--- src/rtl/sev_seg_pkg.sv ---
// Shared types and helpers for the seven-segment scan display: FSM states,
// segment patterns (bit6 = a ... bit0 = g, active high) and BCD sizing.
package sev_seg_pkg;

    typedef enum logic [1:0] {
        ST_IDLE   = 2'd0,
        ST_CONV   = 2'd1,
        ST_COMMIT = 2'd2
    } state_t;

    localparam logic [6:0] SEG_BLANK = 7'h00;

    function automatic logic [6:0] seg_enc(input logic [3:0] nib);
        logic [6:0] pat;
        case (nib)
            4'h0: pat = 7'h7E;
            4'h1: pat = 7'h30;
            4'h2: pat = 7'h6D;
            4'h3: pat = 7'h79;
            4'h4: pat = 7'h33;
            4'h5: pat = 7'h5B;
            4'h6: pat = 7'h5F;
            4'h7: pat = 7'h70;
            4'h8: pat = 7'h7F;
            4'h9: pat = 7'h7B;
            4'hA: pat = 7'h77;
            4'hB: pat = 7'h1F;
            4'hC: pat = 7'h4E;
            4'hD: pat = 7'h3D;
            4'hE: pat = 7'h4F;
            default: pat = 7'h47;
        endcase
        return pat;
    endfunction

    // ceil(w * log10(2)) in fixed point; 10 digits for a 32-bit value.
    function automatic int bcd_digits(input int w);
        return (w * 30103 + 99999) / 100000;
    endfunction

endpackage

--- src/rtl/bcd_seq_conv.sv ---
// Sequential double-dabble: start loads bin and performs the first shift, done pulses
// the cycle after the DATA_W-th shift; bcd holds its result until the next start.
module bcd_seq_conv
    import sev_seg_pkg::*;
#(
    parameter int  DATA_W = 32,
    localparam int BCD_W  = 4 * bcd_digits(DATA_W)
) (
    input  logic              clk,
    input  logic              rst_n,
    input  logic              start,
    input  logic [DATA_W-1:0] bin,
    output logic              done,
    output logic [BCD_W-1:0]  bcd
);

    localparam int CNT_W = $clog2(DATA_W + 1);

    logic [DATA_W-1:0] r_sh;
    logic [BCD_W-1:0]  r_bcd;
    logic [CNT_W-1:0]  r_cnt;
    logic              r_busy;
    logic              r_done;
    logic [BCD_W-1:0]  w_adj;

    always_comb begin
        w_adj = r_bcd;
        for (int i = 0; i < BCD_W / 4; i++) begin
            if (r_bcd[4*i +: 4] >= 4'd5) begin
                w_adj[4*i +: 4] = r_bcd[4*i +: 4] + 4'd3;
            end
        end
    end

    // The start edge doubles as the first shift: an all-zero BCD field needs no adjust.
    always_ff @(posedge clk or negedge rst_n) begin
        if (!rst_n) begin
            r_sh   <= '0;
            r_bcd  <= '0;
            r_cnt  <= '0;
            r_busy <= 1'b0;
            r_done <= 1'b0;
        end else begin
            r_done <= 1'b0;
            if (start) begin
                r_bcd  <= BCD_W'(bin[DATA_W-1]);
                r_sh   <= bin << 1;
                r_cnt  <= CNT_W'(DATA_W - 1);
                r_busy <= (DATA_W > 1);
                r_done <= (DATA_W == 1);
            end else if (r_busy) begin
                r_bcd <= {w_adj[BCD_W-2:0], r_sh[DATA_W-1]};
                r_sh  <= r_sh << 1;
                r_cnt <= r_cnt - 1'b1;
                if (r_cnt == CNT_W'(1)) begin
                    r_busy <= 1'b0;
                    r_done <= 1'b1;
                end
            end
        end
    end

    assign done = r_done;
    assign bcd  = r_bcd;

endmodule

--- src/rtl/sev_seg_scan_disp.sv ---
// Time-multiplexed 7-segment driver: load -> display in DATA_W+1 cycles (decimal) or 1 (hex);
// load_ready stays low from accept until the display update, extra load_valid is dropped.
module sev_seg_scan_disp
    import sev_seg_pkg::*;
#(
    parameter int NUM_DIGITS     = 4,
    parameter int DATA_W         = 32,
    parameter int REFRESH_DIV    = 50000,
    parameter int SEG_ACTIVE_LOW = 1,
    parameter int AN_ACTIVE_LOW  = 1
) (
    input  logic                  clk,
    input  logic                  rst_n,
    input  logic [DATA_W-1:0]     value_in,
    input  logic                  mode_hex,
    input  logic                  blank_lz,
    input  logic                  load_valid,
    output logic                  load_ready,
    output logic [6:0]            seg,
    output logic [NUM_DIGITS-1:0] an,
    output logic                  ovf
);

    localparam int BCD_W  = 4 * bcd_digits(DATA_W);
    localparam int DISP_W = 4 * NUM_DIGITS;
    localparam int VPAD_W = (DATA_W > DISP_W) ? DATA_W : DISP_W;
    localparam int BPAD_W = (BCD_W > DISP_W) ? BCD_W : DISP_W;
    localparam int CNT_W  = $clog2(REFRESH_DIV);
    localparam int IDX_W  = (NUM_DIGITS > 1) ? $clog2(NUM_DIGITS) : 1;

    localparam logic [6:0]            SEG_OFF = (SEG_ACTIVE_LOW != 0) ? 7'h7F : 7'h00;
    localparam logic [NUM_DIGITS-1:0] AN_OFF  = (AN_ACTIVE_LOW != 0) ? {NUM_DIGITS{1'b1}} : '0;

    state_t                r_state;
    logic                  r_load_ready;
    logic                  r_hex;
    logic [DATA_W-1:0]     r_val;
    logic [DISP_W-1:0]     r_digits;
    logic                  r_ovf;
    logic [CNT_W-1:0]      r_ref_cnt;
    logic [IDX_W-1:0]      r_scan_idx;
    logic [6:0]            r_seg;
    logic [NUM_DIGITS-1:0] r_an;

    logic                  w_accept;
    logic                  w_done;
    logic [BCD_W-1:0]      w_bcd;
    logic [VPAD_W-1:0]     w_val_pad;
    logic [BPAD_W-1:0]     w_bcd_pad;
    logic [NUM_DIGITS-1:0] w_lz;
    logic                  w_zero_run;
    logic [3:0]            w_cur;
    logic                  w_cur_lz;
    logic [NUM_DIGITS-1:0] w_an_hot;
    logic [6:0]            w_pat;
    logic [6:0]            w_seg_nxt;
    logic [NUM_DIGITS-1:0] w_an_nxt;
    logic [IDX_W-1:0]      w_idx_nxt;

    assign w_accept  = load_valid && r_load_ready;
    assign w_val_pad = VPAD_W'(r_val);
    assign w_bcd_pad = BPAD_W'(w_bcd);

    bcd_seq_conv #(
        .DATA_W (DATA_W)
    ) u_conv (
        .clk   (clk),
        .rst_n (rst_n),
        .start (w_accept && !mode_hex),
        .bin   (value_in),
        .done  (w_done),
        .bcd   (w_bcd)
    );

    // Display registers and ovf change only in COMMIT, so a conversion never shows partial digits.
    always_ff @(posedge clk or negedge rst_n) begin
        if (!rst_n) begin
            r_state      <= ST_IDLE;
            r_load_ready <= 1'b1;
            r_hex        <= 1'b0;
            r_val        <= '0;
            r_digits     <= '0;
            r_ovf        <= 1'b0;
        end else begin
            case (r_state)
                ST_IDLE: begin
                    if (w_accept) begin
                        r_load_ready <= 1'b0;
                        r_val        <= value_in;
                        r_hex        <= mode_hex;
                        r_state      <= mode_hex ? ST_COMMIT : ST_CONV;
                    end
                end
                ST_CONV: begin
                    if (w_done) begin
                        r_state <= ST_COMMIT;
                    end
                end
                ST_COMMIT: begin
                    r_digits     <= r_hex ? w_val_pad[DISP_W-1:0] : w_bcd_pad[DISP_W-1:0];
                    r_ovf        <= r_hex ? |(w_val_pad >> DISP_W) : |(w_bcd_pad >> DISP_W);
                    r_load_ready <= 1'b1;
                    r_state      <= ST_IDLE;
                end
                default: r_state <= ST_IDLE;
            endcase
        end
    end

    always_comb begin
        w_lz       = '0;
        w_zero_run = 1'b1;
        w_cur      = 4'd0;
        w_cur_lz   = 1'b0;
        w_an_hot   = '0;
        for (int i = NUM_DIGITS - 1; i >= 0; i--) begin
            w_zero_run = w_zero_run && (r_digits[4*i +: 4] == 4'd0);
            w_lz[i]    = w_zero_run;
        end
        for (int i = 0; i < NUM_DIGITS; i++) begin
            if (IDX_W'(i) == r_scan_idx) begin
                w_cur       = r_digits[4*i +: 4];
                w_cur_lz    = w_lz[i] && (i != 0);
                w_an_hot[i] = 1'b1;
            end
        end
        w_pat     = (blank_lz && w_cur_lz) ? SEG_BLANK : seg_enc(w_cur);
        w_seg_nxt = (SEG_ACTIVE_LOW != 0) ? ~w_pat : w_pat;
        w_an_nxt  = (AN_ACTIVE_LOW != 0) ? ~w_an_hot : w_an_hot;
        w_idx_nxt = (r_scan_idx == IDX_W'(NUM_DIGITS - 1)) ? '0 : r_scan_idx + 1'b1;
    end

    // r_scan_idx names the digit lit at the next wrap, so digit 0 is the first one shown.
    always_ff @(posedge clk or negedge rst_n) begin
        if (!rst_n) begin
            r_ref_cnt  <= '0;
            r_scan_idx <= '0;
            r_seg      <= SEG_OFF;
            r_an       <= AN_OFF;
        end else if (r_ref_cnt == CNT_W'(REFRESH_DIV - 1)) begin
            r_ref_cnt  <= '0;
            r_scan_idx <= w_idx_nxt;
            r_seg      <= w_seg_nxt;
            r_an       <= w_an_nxt;
        end else begin
            r_ref_cnt <= r_ref_cnt + 1'b1;
        end
    end

    assign load_ready = r_load_ready;
    assign seg        = r_seg;
    assign an         = r_an;
    assign ovf        = r_ovf;

endmodule

--- config.mk ---
export PLATFORM = sky130hd
export DESIGN_NAME = sev_seg_scan_disp
export DESIGN_NICKNAME = d
export VERILOG_FILES = /design/src/rtl/sev_seg_pkg.sv /design/src/rtl/bcd_seq_conv.sv /design/src/rtl/sev_seg_scan_disp.sv
export SDC_FILE = /design/constraint.sdc
export NUM_CORES = 1
export LEC_CHECK = 0
export CELL_PAD_IN_SITES_DETAIL_PLACEMENT = 2
export CELL_PAD_IN_SITES_GLOBAL_PLACEMENT = 2
export CORE_MARGIN = 2
export CORE_UTILIZATION = 35
export CTS_BUF_LIST = sky130_fd_sc_hd__clkbuf_2
export CTS_CLUSTER_SIZE = 8
export DETAILED_ROUTE_END_ITERATION = 6
export PLACE_DENSITY = 0.78
export SYNTH_ARGS = -nofsm -noshare
export SYNTH_HDL_FRONTEND = slang
export SYNTH_SLANG_ARGS = --single-unit
--- constraint.sdc ---
create_clock -name clk -period 2.13 [get_ports clk]
set_input_delay 0.3195 -clock clk [delete_from_list [all_inputs] [get_ports clk]]
set_output_delay 0.3195 -clock clk [all_outputs]
set_load 0.05 [all_outputs]
### Word-level counts from Yosys, hierarchy flattened

Memory sizes are Yosys's and may differ from the RTL's.
Cells that the tools add are included.

| operators by class | value |
|---|---|
| div/mod/pow operators | 0 |
| $add $sub $neg | 13 |
| $lt $le $gt $ge | 10 |
| multipliers | 0 |
| reduce and logical (&&, ||, !) cells | 18 |
| bitwise operators | 2 |
| muxes and demuxes | 44 |
| shifts and indexed selects | 0 |
| equal/unequal tests | 10 |

Operator list:

| cell | number |
|---|---|
| 40-bit two-way mux | 2 |
| 32-bit two-way mux | 2 |
| 4-bit two-way mux | 13 |
| 4-bit by 3-bit >= comparator with 1-bit output (second input constant) | 10 |
| 4-bit by 2-bit adder with 4-bit output (second input constant) | 9 |
| 16-bit two-way mux | 2 |
| 24-bit OR reduction | 1 |
| 16-bit by 1-bit adder with 16-bit output (second input constant) | 1 |
| 16-bit equality test (second input constant) | 1 |
| 16-bit OR reduction | 1 |
| 1-bit two-way mux | 15 |
| 4-bit zero test | 3 |
| 6-bit two-way mux | 2 |
| 2-bit two-way mux | 4 |
| 7-bit two-way mux | 1 |
| 7-bit NOT | 1 |
| 6-bit by 1-bit equality test with 1-bit output (second input constant) | 1 |
| 2-bit AND reduction | 3 |
| 6-bit by 1-bit subtractor with 6-bit output (second input constant) | 1 |
| 1-bit logical AND | 5 |
| 2-bit equality test (first input constant) | 2 |
| 2-bit equality test (second input constant) | 2 |
| 2-bit zero test | 2 |
| 4-bit NOT | 1 |
| 11 further kinds | 12 |

| word-level totals | value |
|---|---|
| memories | 1 |
| bits in writable memories | 0 |
| memory bits (read-only) | 112 |
| register bits | 162 |
| bits in latches | 0 |

Memory list:

| memory | words | bits a word | rd ports | clocked after memory_dff | wr ports | line | RTL |
|---|---|---|---|---|---|---|---|
| (no name shown) | 16 | 7 | 1 | 0 | 0 | sev_seg_pkg.sv:15 | `case (nib)` |

### Longest topological paths before layout

| depth | value |
|---|---|
| depth after elaboration | 9 |
| depth in mapped cells | 11 |
| mapped depth without buffers | 10 |

### Modules after synthesis

Synthesis repeated with hierarchy kept, for this count alone.

| second synthesis, totals | value |
|---|---|
| cells, all modules | 818 |
| area, all modules | 8325.5 µm² |

By module, submodules not included:

| module | cells each | times used | area an instance (µm²) |
|---|---|---|---|
| bcd_seq_conv | 460 | 1 | 4385.5 |
| sev_seg_scan_disp | 358 | 1 | 3940.0 |

### Worst setup path before layout

OpenSTA, ideal clock, no wires.

| timing path | value |
|---|---|
| path type | register to register |
| start point | register r_scan_idx[0] |
| end point | register r_seg[0] (netlist: seg[0]) |
| setup time | 0.083 ns |
| period minus slack after synthesis | 2.315 ns |
| slack | -0.185 ns |
| arrival | 2.232 ns |
| cell stages (with the launch flop) | 12 |
| cell sequence | dfrtp_1 -> inv_1 -> ha_1 -> buf_2 -> a21oi_1 -> a221oi_1 -> a21oi_1 -> inv_1 -> ha_1 -> o21ai_0 -> a21oi_1 -> o32a_1 |

| on the way | value |
|---|---|
| longest elaborated chain between the ends | 8 |
| elaborated cells on any way between the ends | 15 |

RTL lines:

| element | line | RTL |
|---|---|---|
| from (decl) | sev_seg_scan_disp.sv:41 | `logic [IDX_W-1:0] r_scan_idx;` |
| from (signal assigned) | sev_seg_scan_disp.sv:142 | `r_scan_idx <= w_idx_nxt;` |
| 2-bit zero test | sev_seg_scan_disp.sv:121 | `if (IDX_W'(i) == r_scan_idx) begin` |
| 4-bit two-way mux (4 in series) | sev_seg_scan_disp.sv:121 |  |
| memory 16 x 7 bit | n/a |  |
| 7-bit two-way mux * | sev_seg_scan_disp.sv:127 | `w_pat = (blank_lz && w_cur_lz) ? SEG_BLANK : seg_enc(w_cur);` |
| 7-bit NOT * | sev_seg_scan_disp.sv:128 | `w_seg_nxt = (SEG_ACTIVE_LOW != 0) ? ~w_pat : w_pat;` |
| to (signal assigned) | sev_seg_scan_disp.sv:143 | `r_seg <= w_seg_nxt;` |
| to (decl) | sev_seg_scan_disp.sv:42 | `logic [6:0] r_seg;` |

Every way passes the cells marked *; elsewhere a longest branch is shown, timed or not.
A chain may end at the register's enable or synchronous reset.

### Worst setup path in the final report

| timing path | value |
|---|---|
| start point | register r_scan_idx[0] |
| end point | register r_seg[5] (netlist: seg[5]) |

The elaborated chain is that of the path after synthesis.

==> key figures <==
STA
  – Fmax: 455 MHz
  – Clk_skew: approximately 0.047 ns
  – Slew HR: 57.6%
  – Post-route setup slack: -0.0699 ns
  – Minimum clock period: 2.20 ns
  – Final Hold Viols: 0
  – Unrepaired setup endpoints after global routing: yes
  – Setup violators final: 2
  – Worst slew pin tran: 0.635 ns
  – Period utilization: 103%
  – Final Max Slew Viols: 0

Logic synthesis
  – Netlist cell types: 50
  – Largest cells by area after synthesis: dfrtp_1, mux2i_1, ha_1, o21ai_0, nand2_1
  – Post-synthesis cell area: 8140 um2
  – Post-synth EDFFs: 0
  – Yosys top cell area share: 45.8%
  – Predominant post-synthesis flop cell: dfrtp_1
  – Synth Instances: 790
  – #FFs+latches synth: 161
  – Synth Area per Inst: 10.3 um2
  – Post-synth net total: 866
  – Ys Warns: 0
  – Sequential share of the synthesized area: 49.7%
  – Leading area contributor after synthesis: dfrtp_1
  – Ys async rst share: between 90% and 100%

Pwr
  – Cell area power density: 1260 nW/um2
  – Leak: 4.52 nW
  – Worst vdd ir: around 0.48 mV

Global route
  – Antenna violations before repair: 1
  – Largest net degree at the start of global routing: 65
  – Total gr overflow: 0
  – GRT Resource Usage Total: 19.1%
  – First-pass GRT wire length: between 30 and 40 mm
  – Vias in the first global route: 6921

Hold path
  – Hold Crit Start: value_in[17]
  – Hold Crit Class: in2reg
  – Hold Path Sink: u_conv.r_sh[18]
  – WHS Path Cells: 3

Drt
  – Via density: 5.22
  – Antenna viol nets, final: 0
  – DRC viols: 0
  – Via count: just over 6000
  – Detailed Route WL: approximately 22 mm
  – Total iterations of the first detailed-routing run: 4
  – Routed len/inst: 18.7 um
  – Initial drt markers: approximately 240

Worst setup path
  – Reg2Reg Launch Point: r_scan_idx[0]
  – CP max stage cell: dfrtp_2
  – Buf/Inv on CP: 0
  – Startpoint types: flip-flop
  – Critical path class: reg2reg
  – Critical R2R Capture: seg[5]
  – CP endpoint kind: flip-flop
  – Crit-path cells: ha_4 > nand3b_1 > a221oi_2 > a21oi_2 > ha_4 > nor2b_1 > o21a_1 > o32a_1
  – R2R depth: 8
  – Critical Path RT: about 2.9 ns
  – R2R setup slack: -0.07 ns
  – Most frequent cell on the critical path: ha_4
  – Data arrival, critical path: 2.92 ns
  – Family with the most delay on the worst path: compound AO/OA/AOI/OAI gates
  – Crit path max fanout: 6
  – CP peak stage delay: ~0.53 ns

Run
  – Max cap viols: 0

Final layout
  – Layout area overhead: 19.4%
  – Final Util: 42.8%
  – Final net count: 945
  – Fraction of layout cells with a size suffix above 1: 18.4%

Place
  – I/O Buffers: 49
  – Dpl ws: -0.120 ns
  – GPL Wtd Cong: 0.789
  – DPL Wire Length: 14.9 mm

CTS
  – Clock slew at reported path FFs: approximately 0.30 ns
  – Clk buf depth: 2
  – Clock Sink Count: 161
  – CTS Buf Count: 17
  – H-tree levels: 4
  – Worst skew pair latency: 0.81 ns
  – CTS root buffer: clkbuf_2
  – CTS tree: yes

Die
  – Die width: 157 um
  – Starting Density: 35.9%
  – Die Y-Extent: 157 um
  – Placeable Area: 22700 um2
  – Rows: 55
  – Full die area: 24500 um2
  – IO Count: 50

Run status
  – Failing checks: negative setup slack
  – Status: finished with violations
## layout by cell type, fill, tap and decap left out, drive strengths merged, types with 27 or more instances in the layout
cell type | Yosys | routed
dfrtp | 149 | 149
nand2 | 108 | 108
o21ai | 83 | 83
mux2i | 62 | 62
buf | 11 | 47
inv | 30 | 42
ha | 39 | 39
a21oi | 37 | 37
clkdlybuf4s50 | 0 | 35
nor2 | 35 | 35
mux2 | 34 | 34
xnor2 | 27 | 27
## how the worst max path moves through the flow
stage	startpoint	to	cells past startpoint
after CTS	r_scan_idx[0]	seg[5]	8
after global placement	r_scan_idx[0]	seg[6]	9
after detailed placement	r_scan_idx[1]	seg[6]	9
after floorplan	r_scan_idx[1]	seg[5]	10
after global routing	r_scan_idx[0]	seg[5]	8
final	r_scan_idx[0]	seg[5]	8
## where the power goes
part,internal [W],total [W],switching (W)
Clock,0.000424,0.00181,0.00138
Combinational,0.00246,0.00515,0.00269
Sequential,0.00420,0.00531,0.00110
## cell families (layout without fill, tap and decap cells)
logic type,after synthesis,count (layout),synth area share [%]
other,0,1,0
muxes,96,96,12.3
buffers and inverters,69,161,3.32
AOI/OAI and AO/OA,159,159,11.3
DFF,161,161,49.7
adders and majority gates,39,39,5.99
xor gates and xnor gates,36,36,3.87
and+or+nand+nor,230,230,13.5
## layout make-up
type,count,area [um2]
inverters,30,115
fillers,2402,13000
repair buffers,99,965
clock buffers,17,85.1
multi-input cells,560,3970
well taps,285,357
diodes,1,2.50
clock inverters,15,174
flip-flops and latches,161,4050
## metal layers
metal  GRT usage [%]  wire, um  part of all wire (%)
met1            24.0      9700                    45
met2            34.5     11500                    53
met3            3.02       357                   1.6
met4            4.67       258                   1.2
met5               0         0                     0
## what timing repair did
| action | 4_1_cts | 5_1_grt |
|---|---|---|
| hold endpoints to repair | 171 | 0 |
| gates resized for setup | 70 | 12 |
| pin swaps | 7 | 0 |
| hold buffers | 13 | 0 |
| endpoints found under the setup margin | 21 | 17 |
| buffers inserted | 7 | 0 |
| cloned | 0 | 0 |
## flip-flops by register name (all words and copies together) (netlist names), 2 cells and up
| name | cells |
|---|---|
| an | 4 |
| r_digits | 16 |
| r_ref_cnt | 16 |
| r_scan_idx | 2 |
| r_state | 2 |
| r_val | 32 |
| seg | 7 |
| u_conv.bcd | 40 |
| u_conv.r_cnt | 6 |
| u_conv.r_sh | 31 |
## cells in the mapped netlist (3+ instances only)
master / count
nand2b_1: 15
o211ai_1: 9
o21ai_0: 82
dfstp_2: 12
nor2_1: 35
and3_1: 4
inv_1: 30
buf_1: 4
a21oi_1: 37
nand3_1: 26
nor2b_1: 3
xor2_1: 9
buf_2: 6
nand2_1: 108
a211oi_1: 5
nand4_1: 5
xnor2_1: 27
clkbuf_1: 28
a21o_1: 10
o32a_1: 6
nor4_1: 8
dfrtp_1: 149
mux2_2: 34
ha_1: 39
nor3_1: 7
mux2i_1: 62
## worst register-to-register path: stages, from the launching register on
cell      delay (ns)
dfrtp_2         0.53
ha_4            0.20
nand3b_1        0.17
a221oi_2        0.32
a21oi_2         0.13
ha_4            0.29
nor2b_1         0.04
o21a_1          0.16
o32a_1          0.32
## through the flow
stage	setup TNS [ns]	cell area (um2)	total power, W	hold WS (ns)	cells
global placement	-0.0519	9230	0.0100	0.168	1115
global route	-0.747	9720	0.0134	0.00842	1168
floorplan	-0.0226	8210	0.00869	0.0239	790
finish	-0.0836	9720	0.0123	0.0815	1168
detailed placement	-0.506	9230	0.0104	0.167	1115
CTS	-0.0314	9720	0.0124	0.00327	1167
Note: power is estimated with default switching activity, not from simulation.
